--- src/rtl/merge_pkg.sv ---
// Shared types and default sizing for the result merger.
package merge_pkg;

    localparam int DEF_DATA_WIDTH   = 32;
    localparam int DEF_NUM_LANE     = 2;
    localparam int DEF_BURST_LENGTH = 32;
    localparam int DEF_DEPTH        = 2 * DEF_BURST_LENGTH;

    typedef enum logic [1:0] {
        IDLE  = 2'd0,
        BURST = 2'd1,
        TAIL  = 2'd2
    } state_t;

endpackage

--- src/rtl/merge_fifo.sv ---
// Word FIFO with first-word-fall-through head; push lands next edge, head visible same cycle.
// Push while full and pop while empty are ignored; caller gates with full/empty.
module merge_fifo #(
    parameter int WIDTH = 64,
    parameter int DEPTH = 64,
    localparam int AW = (DEPTH > 1) ? $clog2(DEPTH) : 1,
    localparam int CW = $clog2(DEPTH) + 1
) (
    input  logic             clk,
    input  logic             rst_n,
    input  logic             push,
    input  logic [WIDTH-1:0] push_dat,
    input  logic             pop,
    output logic [WIDTH-1:0] pop_dat,
    output logic [CW-1:0]    count,
    output logic             full,
    output logic             empty
);

    logic [WIDTH-1:0] mem [DEPTH];
    logic [AW:0]      wr_ptr;
    logic [AW:0]      rd_ptr;

    // Pointer = {wrap, index}; index wraps at DEPTH so non-power-of-two depths work.
    function automatic logic [AW:0] bump(input logic [AW:0] p);
        if (p[AW-1:0] == AW'(DEPTH - 1))
            return {~p[AW], {AW{1'b0}}};
        else
            return p + 1'b1;
    endfunction

    always_ff @(posedge clk or negedge rst_n) begin
        if (!rst_n) begin
            wr_ptr <= '0;
            rd_ptr <= '0;
        end else begin
            if (push && !full)
                wr_ptr <= bump(wr_ptr);
            if (pop && !empty)
                rd_ptr <= bump(rd_ptr);
        end
    end

    always_ff @(posedge clk) begin
        if (push && !full)
            mem[wr_ptr[AW-1:0]] <= push_dat;
    end

    assign pop_dat = mem[rd_ptr[AW-1:0]];
    assign empty   = (wr_ptr == rd_ptr);
    assign full    = (wr_ptr[AW-1:0] == rd_ptr[AW-1:0]) && (wr_ptr[AW] != rd_ptr[AW]);

    always_comb begin
        if (wr_ptr[AW] == rd_ptr[AW])
            count = CW'(wr_ptr[AW-1:0]) - CW'(rd_ptr[AW-1:0]);
        else
            count = CW'(DEPTH) - CW'(rd_ptr[AW-1:0]) + CW'(wr_ptr[AW-1:0]);
    end

endmodule

--- src/rtl/merge.sv ---
// Packs result elements into NUM_LANE-wide words and writes them back in fixed bursts plus a flush tail.
// dout falls through from the FIFO head; in_ready drops when full or a flush is pending.
module merge
    import merge_pkg::*;
#(
    parameter int DATA_WIDTH   = DEF_DATA_WIDTH,
    parameter int NUM_LANE     = DEF_NUM_LANE,
    parameter int BURST_LENGTH = DEF_BURST_LENGTH,
    parameter int DEPTH        = 2 * BURST_LENGTH,
    localparam int CW = $clog2(DEPTH) + 1
) (
    input  logic                         clk,
    input  logic                         rst_n,
    input  logic                         in_valid,
    output logic                         in_ready,
    input  logic [DATA_WIDTH-1:0]        din,
    input  logic                         flush,
    output logic                         out_valid,
    input  logic                         out_ready,
    output logic [NUM_LANE*DATA_WIDTH-1:0] dout,
    output logic                         out_last,
    output logic                         flush_done,
    output logic                         full_flag,
    output logic                         empty_flag,
    output logic [CW-1:0]                word_count
);

    localparam int WW = NUM_LANE * DATA_WIDTH;
    localparam int LW = (NUM_LANE > 1) ? $clog2(NUM_LANE) : 1;
    localparam int BW = (BURST_LENGTH > 1) ? $clog2(BURST_LENGTH) : 1;

    state_t          state;
    logic [BW-1:0]   beat;
    logic [LW-1:0]   lane_cnt;
    logic [WW-1:0]   lane_buf;
    logic [WW-1:0]   fill_word;
    logic [WW-1:0]   push_dat;
    logic            flush_pending;
    logic            run;
    logic            accept;
    logic            pad;
    logic            push;
    logic            pop;

    assign in_ready = run && !full_flag && !flush_pending;
    assign accept   = in_valid && in_ready;
    assign pad      = flush_pending && (lane_cnt != '0) && !full_flag;
    assign push     = (accept && (lane_cnt == LW'(NUM_LANE - 1))) || pad;
    assign pop      = out_valid && out_ready;

    // Unfilled lanes of lane_buf are always zero, so a flush pad pushes it as-is.
    always_comb begin
        fill_word = lane_buf;
        for (int i = 0; i < NUM_LANE; i++) begin
            if (LW'(i) == lane_cnt)
                fill_word[i*DATA_WIDTH +: DATA_WIDTH] = din;
        end
    end

    assign push_dat   = pad ? lane_buf : fill_word;
    assign flush_done = flush_pending && (state == IDLE) && (lane_cnt == '0) && empty_flag;

    always_ff @(posedge clk or negedge rst_n) begin
        if (!rst_n) begin
            run           <= 1'b0;
            lane_cnt      <= '0;
            lane_buf      <= '0;
            flush_pending <= 1'b0;
        end else begin
            run <= 1'b1;
            if (push) begin
                lane_cnt <= '0;
                lane_buf <= '0;
            end else if (accept) begin
                lane_cnt <= lane_cnt + LW'(1);
                lane_buf <= fill_word;
            end
            if (flush_done)
                flush_pending <= 1'b0;
            else if (flush)
                flush_pending <= 1'b1;
        end
    end

    always_ff @(posedge clk or negedge rst_n) begin
        if (!rst_n) begin
            state     <= IDLE;
            beat      <= '0;
            out_valid <= 1'b0;
            out_last  <= 1'b0;
        end else begin
            case (state)
                IDLE: begin
                    beat <= '0;
                    if (word_count >= CW'(BURST_LENGTH)) begin
                        state     <= BURST;
                        out_valid <= 1'b1;
                        out_last  <= (BURST_LENGTH == 1);
                    end else if (flush_pending && (lane_cnt == '0) && (word_count != '0)) begin
                        state     <= TAIL;
                        out_valid <= 1'b1;
                        out_last  <= (word_count == CW'(1));
                    end
                end
                BURST: begin
                    if (out_ready) begin
                        if (out_last) begin
                            state     <= IDLE;
                            out_valid <= 1'b0;
                            out_last  <= 1'b0;
                            beat      <= '0;
                        end else begin
                            beat     <= beat + BW'(1);
                            out_last <= (beat == BW'(BURST_LENGTH - 2));
                        end
                    end
                end
                TAIL: begin
                    // No pushes happen here: the frame is closed and padded before TAIL.
                    if (out_ready) begin
                        if (out_last) begin
                            state     <= IDLE;
                            out_valid <= 1'b0;
                            out_last  <= 1'b0;
                        end else begin
                            out_last <= (word_count == CW'(2));
                        end
                    end
                end
                default: begin
                    state     <= IDLE;
                    out_valid <= 1'b0;
                    out_last  <= 1'b0;
                end
            endcase
        end
    end

    merge_fifo #(
        .WIDTH (WW),
        .DEPTH (DEPTH)
    ) u_fifo (
        .clk      (clk),
        .rst_n    (rst_n),
        .push     (push),
        .push_dat (push_dat),
        .pop      (pop),
        .pop_dat  (dout),
        .count    (word_count),
        .full     (full_flag),
        .empty    (empty_flag)
    );

endmodule

--- config.mk ---
export PLATFORM = sky130hd
export DESIGN_NAME = merge
export DESIGN_NICKNAME = d
export VERILOG_FILES = /design/src/rtl/merge_pkg.sv /design/src/rtl/merge_fifo.sv /design/src/rtl/merge.sv
export SDC_FILE = /design/constraint.sdc
export NUM_CORES = 2
export LEC_CHECK = 0
export BUFFER_PORTS_ARGS = -buffer_cell sky130_fd_sc_hd__buf_2
export CORE_ASPECT_RATIO = 0.6
export CORE_UTILIZATION = 28
export DETAILED_ROUTE_END_ITERATION = 8
export GPL_TIMING_DRIVEN = 0
export PLACE_DENSITY = 0.47
export SYNTH_ARGS = -nofsm -noshare
export SYNTH_HDL_FRONTEND = slang
export SYNTH_SLANG_ARGS = --single-unit
--- constraint.sdc ---
create_clock -name clk -period 8.5 [get_ports clk]
set_input_delay 1.275 -clock clk [delete_from_list [all_inputs] [get_ports clk]]
set_output_delay 1.275 -clock clk [all_outputs]
set_load 0.05 [all_outputs]
Word-level counts from Yosys, hierarchy flattened. Memory sizes are Yosys's and may differ from the RTL's. Cells that the tools add are included.

Add/subtract/negate cells: 7. $lt $le $gt $ge: 1. Eq/ne operators: 16. Muxes and demuxes: 34. Bitwise gates (word level): 3. Reduce and logical (&&, ||, !) cells: 28.

Operators with widths (number): 64-bit 2-to-1 mux (3); 32-bit 2-to-1 mux (2); 7-bit 2-to-1 mux (3); 1-bit 2-to-1 mux (16); 1-bit logical AND (15); 7-bit by 1-bit adder with 7-bit output, second input constant (2); 6-bit == test, second input constant (2); 5-bit 2-to-1 mux (2); 5-bit one-hot mux with 2 select lines (1); 2-bit 2-to-1 mux (4); 7-bit by 6-bit adder with 7-bit output (1); 7-bit by 1-bit == test with 1-bit output, second input constant (1); 7-bit by 2-bit == test with 1-bit output, second input constant (1); 7-bit == test (1); 7-bit by 6-bit greater-or-equal comparator with 1-bit output, second input constant (1); 7-bit nonzero test (1); 6-bit by 6-bit subtractor with 7-bit output (1); 7-bit by 6-bit subtractor with 7-bit output, first input constant (1); 6-bit == test (1); 3-bit AND reduction (2); 2-bit nonzero test (3); 5-bit by 1-bit adder with 5-bit output, second input constant (1); 5-bit == test, second input constant (1); 2-bit by 1-bit inequality test with 1-bit output, second input constant (2); other kinds (16) (21).

Bits in registers: 90. Bits in writable memories: 4096. Bits of input ports: 37. Output and inout port bits: 77. Word-level logic and storage cells: 100. Memories kept: 1.

Memories: u_fifo.mem (depth 64, width 64, read ports 1, clocked after memory_dff 0, write ports 1, RTL line merge_fifo.sv:20) `logic [WIDTH-1:0] mem [DEPTH];`.

Depth between registers and ports, before layout.
Word-level depth: 11. Depth in mapped cells: 15. Mapped depth without buffers: 10.

Modules after synthesis. A second synthesis with hierarchy kept.

Cell total of the unflattened synthesis: 7511. Area total of the unflattened synthesis: 160562.7 um^2.

Modules (own cells, without submodules): merge_fifo (instances 1, cells each 7154, area each 156721.6 um^2, sequential area each 123348.3 um^2); merge (instances 1, cells each 357, area each 3841.2 um^2, sequential area each 1901.8 um^2).

Worst setup path before layout. No wires, ideal clock.

Path kind: register to register. Start: register u_fifo.rd_ptr[1]. End: memory u_fifo.mem[14][0], enable pin. Setup time: 487 ps. Arrival time: 5878 ps. Required time: 8013 ps. Slack: 2135 ps. Cell stages (with the launch flop): 15. Path buffers: 6. Period minus slack after synthesis: 6365 ps. Cell sequence: dfrtp_1 buf_2 buf_2 buf_2 buf_1 clkbuf_1 inv_1 ha_1 nand2_1 nor4_4 or3_1 clkbuf_1 nor2_1 nand3_1 nor2_1.

Word-level cells in the longest chain between the ends: 11. Elaborated cells between the ends (all ways): 12. Those cells by class: eq/ne (1); mux (2); reduce/logical (9).

RTL lines: start, declared (RTL line merge_fifo.sv:22) `logic [AW:0] rd_ptr;`; start signal, assigned (RTL line merge_fifo.sv:40) `rd_ptr <= bump(rd_ptr);`; 6-bit == test * (RTL line merge_fifo.sv:51) `assign full = (wr_ptr[AW-1:0] == rd_ptr[AW-1:0]) && (wr_ptr[AW] != rd_ptr[AW]);`; 1-bit logical AND * (RTL line merge_fifo.sv:51); named net full_flag (RTL line merge.sv:23) `output logic full_flag,`; 1-bit logical NOT * (RTL line merge_fifo.sv:45, merge.sv:45, merge.sv:47); 1-bit logical AND (2 in a row) (RTL line merge.sv:45) `assign in_ready = run && !full_flag && !flush_pending;`; 1-bit logical AND (RTL line merge.sv:46) `assign accept = in_valid && in_ready;`; 1-bit logical AND (RTL line merge.sv:48) `assign push = (accept && (lane_cnt == LW'(NUM_LANE - 1))) || pad;`; 1-bit logical OR (RTL line merge.sv:48); 1-bit logical AND * (RTL line merge_fifo.sv:45) `if (push && !full)`; 1-bit 2-to-1 mux * (RTL line merge_fifo.sv:45); 1-bit 2-to-1 mux (not written as such) * (RTL line merge_fifo.sv:46) `mem[wr_ptr[AW-1:0]] <= push_dat;`; end, declared (RTL line merge_fifo.sv:20).

Mark *: on every way through the listed nets, which the timed path passes. The rest lies on a longest branch.

Final worst setup path.
Start: register u_fifo.rd_ptr[0]. End: output dout[55].

Word-level cells in the longest chain between the ends: 1.

RTL lines: memory 64 x 64 bit; end, declared (RTL line merge.sv:20) `output logic [NUM_LANE*DATA_WIDTH-1:0] dout,`.

No other way between the ends.

==> results.md <==
- Via count: 76,100
- Die Area: 0.573 mm2
- Inst Count DP: 14,400
- Clock network latency to the later pin of the worst-skew pair: 0.98 ns
- Met2 Usage GRT: 0.231
- Vias/cell: 5.03
- Post-route non-filler standard cell count: 15,100
- Area post-placement: 0.176 mm2
- Leakage power: 58.3 nW
- Clock Sinks: 4,186
- Utilization after layout: 0.333
- I/O pin count: 114
- GRT Overall Usage: 0.167
- # DRC: 0
- Met3 Use GR: 0.0472
- Post-layout min period: 8.12 ns
- Most frequent cell after synthesis: edfxtp_1
- Most Used Layer, Global Route: met1
- Synth top area share: 0.771
- Ys async rst share: 0.0215
- EDFF count, synth: 4,096
- Status: completed
- Mapped Nets: 6,519
- Total wire length: 493,000 um
- Initial core utilization: 0.281
- Iter 0 DRT Violations: 10,300
- First-pass GRT wire length: 660,000 um
- Die Width: 976 um
- Hold Vio Cnt, Final: 0
- CTS tree: built
- Cell taking the most area after synthesis: edfxtp_1
- FF+latch count, synth: 4,186
- Cell count after synthesis: 6,467
- Register area share after synthesis: 0.785
- Synth Warn #: 0
- Critical path capture point type: primary output
- First-pass iteration count of the detailed router: 7
- Pint: 0.0416 W
- Syn_area_per_cell: 24.7 um2
- Unique masters post-synth: 59
- H-tree Lvls: 5
- Vias in the first global route: 74,900
- Final setup viols: 0
- Peak supply drop: 0.386 mV
- Post-synth top flop: edfxtp_1
- Worst reg2reg path depth: 17
- Post-CTS setup buffers: 0
- Switching share of power: 0.348
- Cell Chain, Critical Path: clkbuf_1 > buf_6 > buf_2 > buf_2 > mux4_2 > mux4_2 > a22oi_1 > nand2_1 > buf_2
- Net count, final: 7,295
- Slowest library cell on the worst path: buf_2
- Final worst path period share: 0.956
- Clock skew: 0.0687 ns
- Most used cell along the critical path: buf_2
- Routed Antenna Nets: 0
- Setup Crit Path Kind: reg -> out
- RSZ-0062 raised after global routing: no
- Max Fanout on Critical Path: 10
- Wirelength per Cell: 32.6 um
- Fin. max-slew vios: 0
- Initial antenna violation count: 40
- CP Data Arrival Time: 6.85 ns
- GP Congestion: 0.793
- Final HPWL DP: 365,000 um
- Clock power frac: 0.271
- Total gr overflow: 0
- Site Rows: 214
- Chip height: 587 um
- Slowest stage delay, CP: 0.83 ns
- Worst-path clk slew: 0.08 ns
- Clock Path Buffers: 4
- Post-Route Setup TNS: 0 ns
- Largest net degree at the start of global routing: 65
- Synth area leaders: edfxtp_1, mux4_2, dfrtp_1
- IO Port Bufs: 113
- Logic pwr share: 0.340
- CP Data Required Time: 7.22 ns
- Root buffer cell: clkbuf_16
- Worst relative slew slack: 0.0245
- Setup crit start kind: register
- Area Overhead vs Synth: 18.2%
- CTS resizes: 0
- Share of layout cells above drive strength 1: 0.332
- Worst slew pin tran: 1.46 ns
- HP Class: in -> async
- Max_cap viols: 0
- PD cells: 339 mW/mm2
- Global-route track usage on met1: 0.260
- Num CTS Buffers: 378
- Reg power frac: 0.389
- Sw Pwr: 0.0222 W
- # hold bufs at CTS: 0
- Core area: 0.567 mm2
- Most frequent cells after synthesis: edfxtp_1, mux4_2, nand2_1
- Fmax: 123 MHz
- Cell Area, Synth: 0.159 mm2
- Fin area: 0.189 mm2
==> routing by layer <==
metal | vias up | share of wire
met2 | 3562 | 0.41
met5 | - | 0.000024
met3 | 537 | 0.10
met1 | 42400 | 0.46
met4 | 2 | 0.025
li1 | 29600 | -
==> worst max-delay path, delay by kind of cell, from the launching register on <==
family                 cells  cell delay, ns
AND/OR/NAND/NOR            1            0.59
buffers and inverters      5            2.69
multiplexers               2            1.14
flip-flops                 1            0.42
AO/OA/AOI/OAI              1            0.80
==> placed cells by master, fill, tap and decap left out, drive strengths merged, types with 7 or more instances in the layout <==
cell	count
nand3	9
nand2	193
xnor2	7
nor2b	7
diode	17
bufinv	35
clkinvlp	14
clkinv	151
nor2	81
mux2	41
mux4	1280
a22oi	128
nand4	11
buf	550
dfrtp	90
clkbuf	670
edfxtp	4096
and2	32
ha	14
a21oi	17
inv	27
o21ai	37
==> flip-flops by register name (all words and copies together), names as in the netlist, 2 cells and up <==
signal / count
u_fifo.mem: 4096
lane_buf: 64
u_fifo.rd_ptr: 7
u_fifo.wr_ptr: 7
beat: 5
state: 2
==> cell families (layout without fill, tap and decap cells) <==
logic type                 after synthesis  after routing  synth area share
AOI/OAI and AO/OA                      205            205           0.00887
xor gates and xnor gates                13             13          0.000714
adders and majority gates               15             15           0.00122
buffers and inverters                  360           1448           0.00984
DFF                                   4186           4186             0.785
muxes                                 1322           1322             0.184
other                                    1             18         0.0000235
and+or+nand+nor                        365            365            0.0102
==> area by class of cell <==
| class | count | area (um2) |
|---|---|---|
| clock inverter | 213 | 2130 |
| sequential | 4186 | 125000 |
| timing repair buffer | 396 | 6780 |
| multi-input combinational | 1921 | 33200 |
| clock buffer | 479 | 10000 |
| fill | 52300 | 378000 |
| buffer | 346 | 1570 |
| antenna | 17 | 42.5 |
| inverter | 14 | 52.6 |
| tap | 7560 | 9460 |
==> power by group through the flow <==
stage          clock (W)  sequential, W  combinational, W
2_1_floorplan          0         0.0253            0.0123
3_3_place_gp           0         0.0255            0.0209
3_5_place_dp           0         0.0253            0.0219
4_1_cts           0.0176         0.0249            0.0219
5_1_grt           0.0184         0.0249            0.0228
6_report          0.0173         0.0249            0.0217
==> worst paths after layout <==
path | end | start | slack (ns)
min reg2reg | lane_buf[60] | lane_buf[60] | 0.48
max | dout[55] | u_fifo.rd_ptr[0] | 0.38
min | u_fifo.wr_ptr[5] | rst_n | 0.28
max in group asynchronous | lane_buf[35] | rst_n | 7.47
min in group clk | lane_buf[60] | lane_buf[60] | 0.48
max reg2reg | u_fifo.mem[6][18] | u_fifo.rd_ptr[1] | 0.50
==> metrics by stage <==
step	setup slack [ns]	hold WS [ns]	total power [W]
finish	0.375	0.279	0.0638
global route	0.185	0.254	0.0660
CTS	0.0972	0.239	0.0644
detailed placement	0.756	0.465	0.0472
global placement	-6.64	0.462	0.0464
floorplan	2.14	0.445	0.0376
Note: power is estimated with default switching activity, not from simulation.
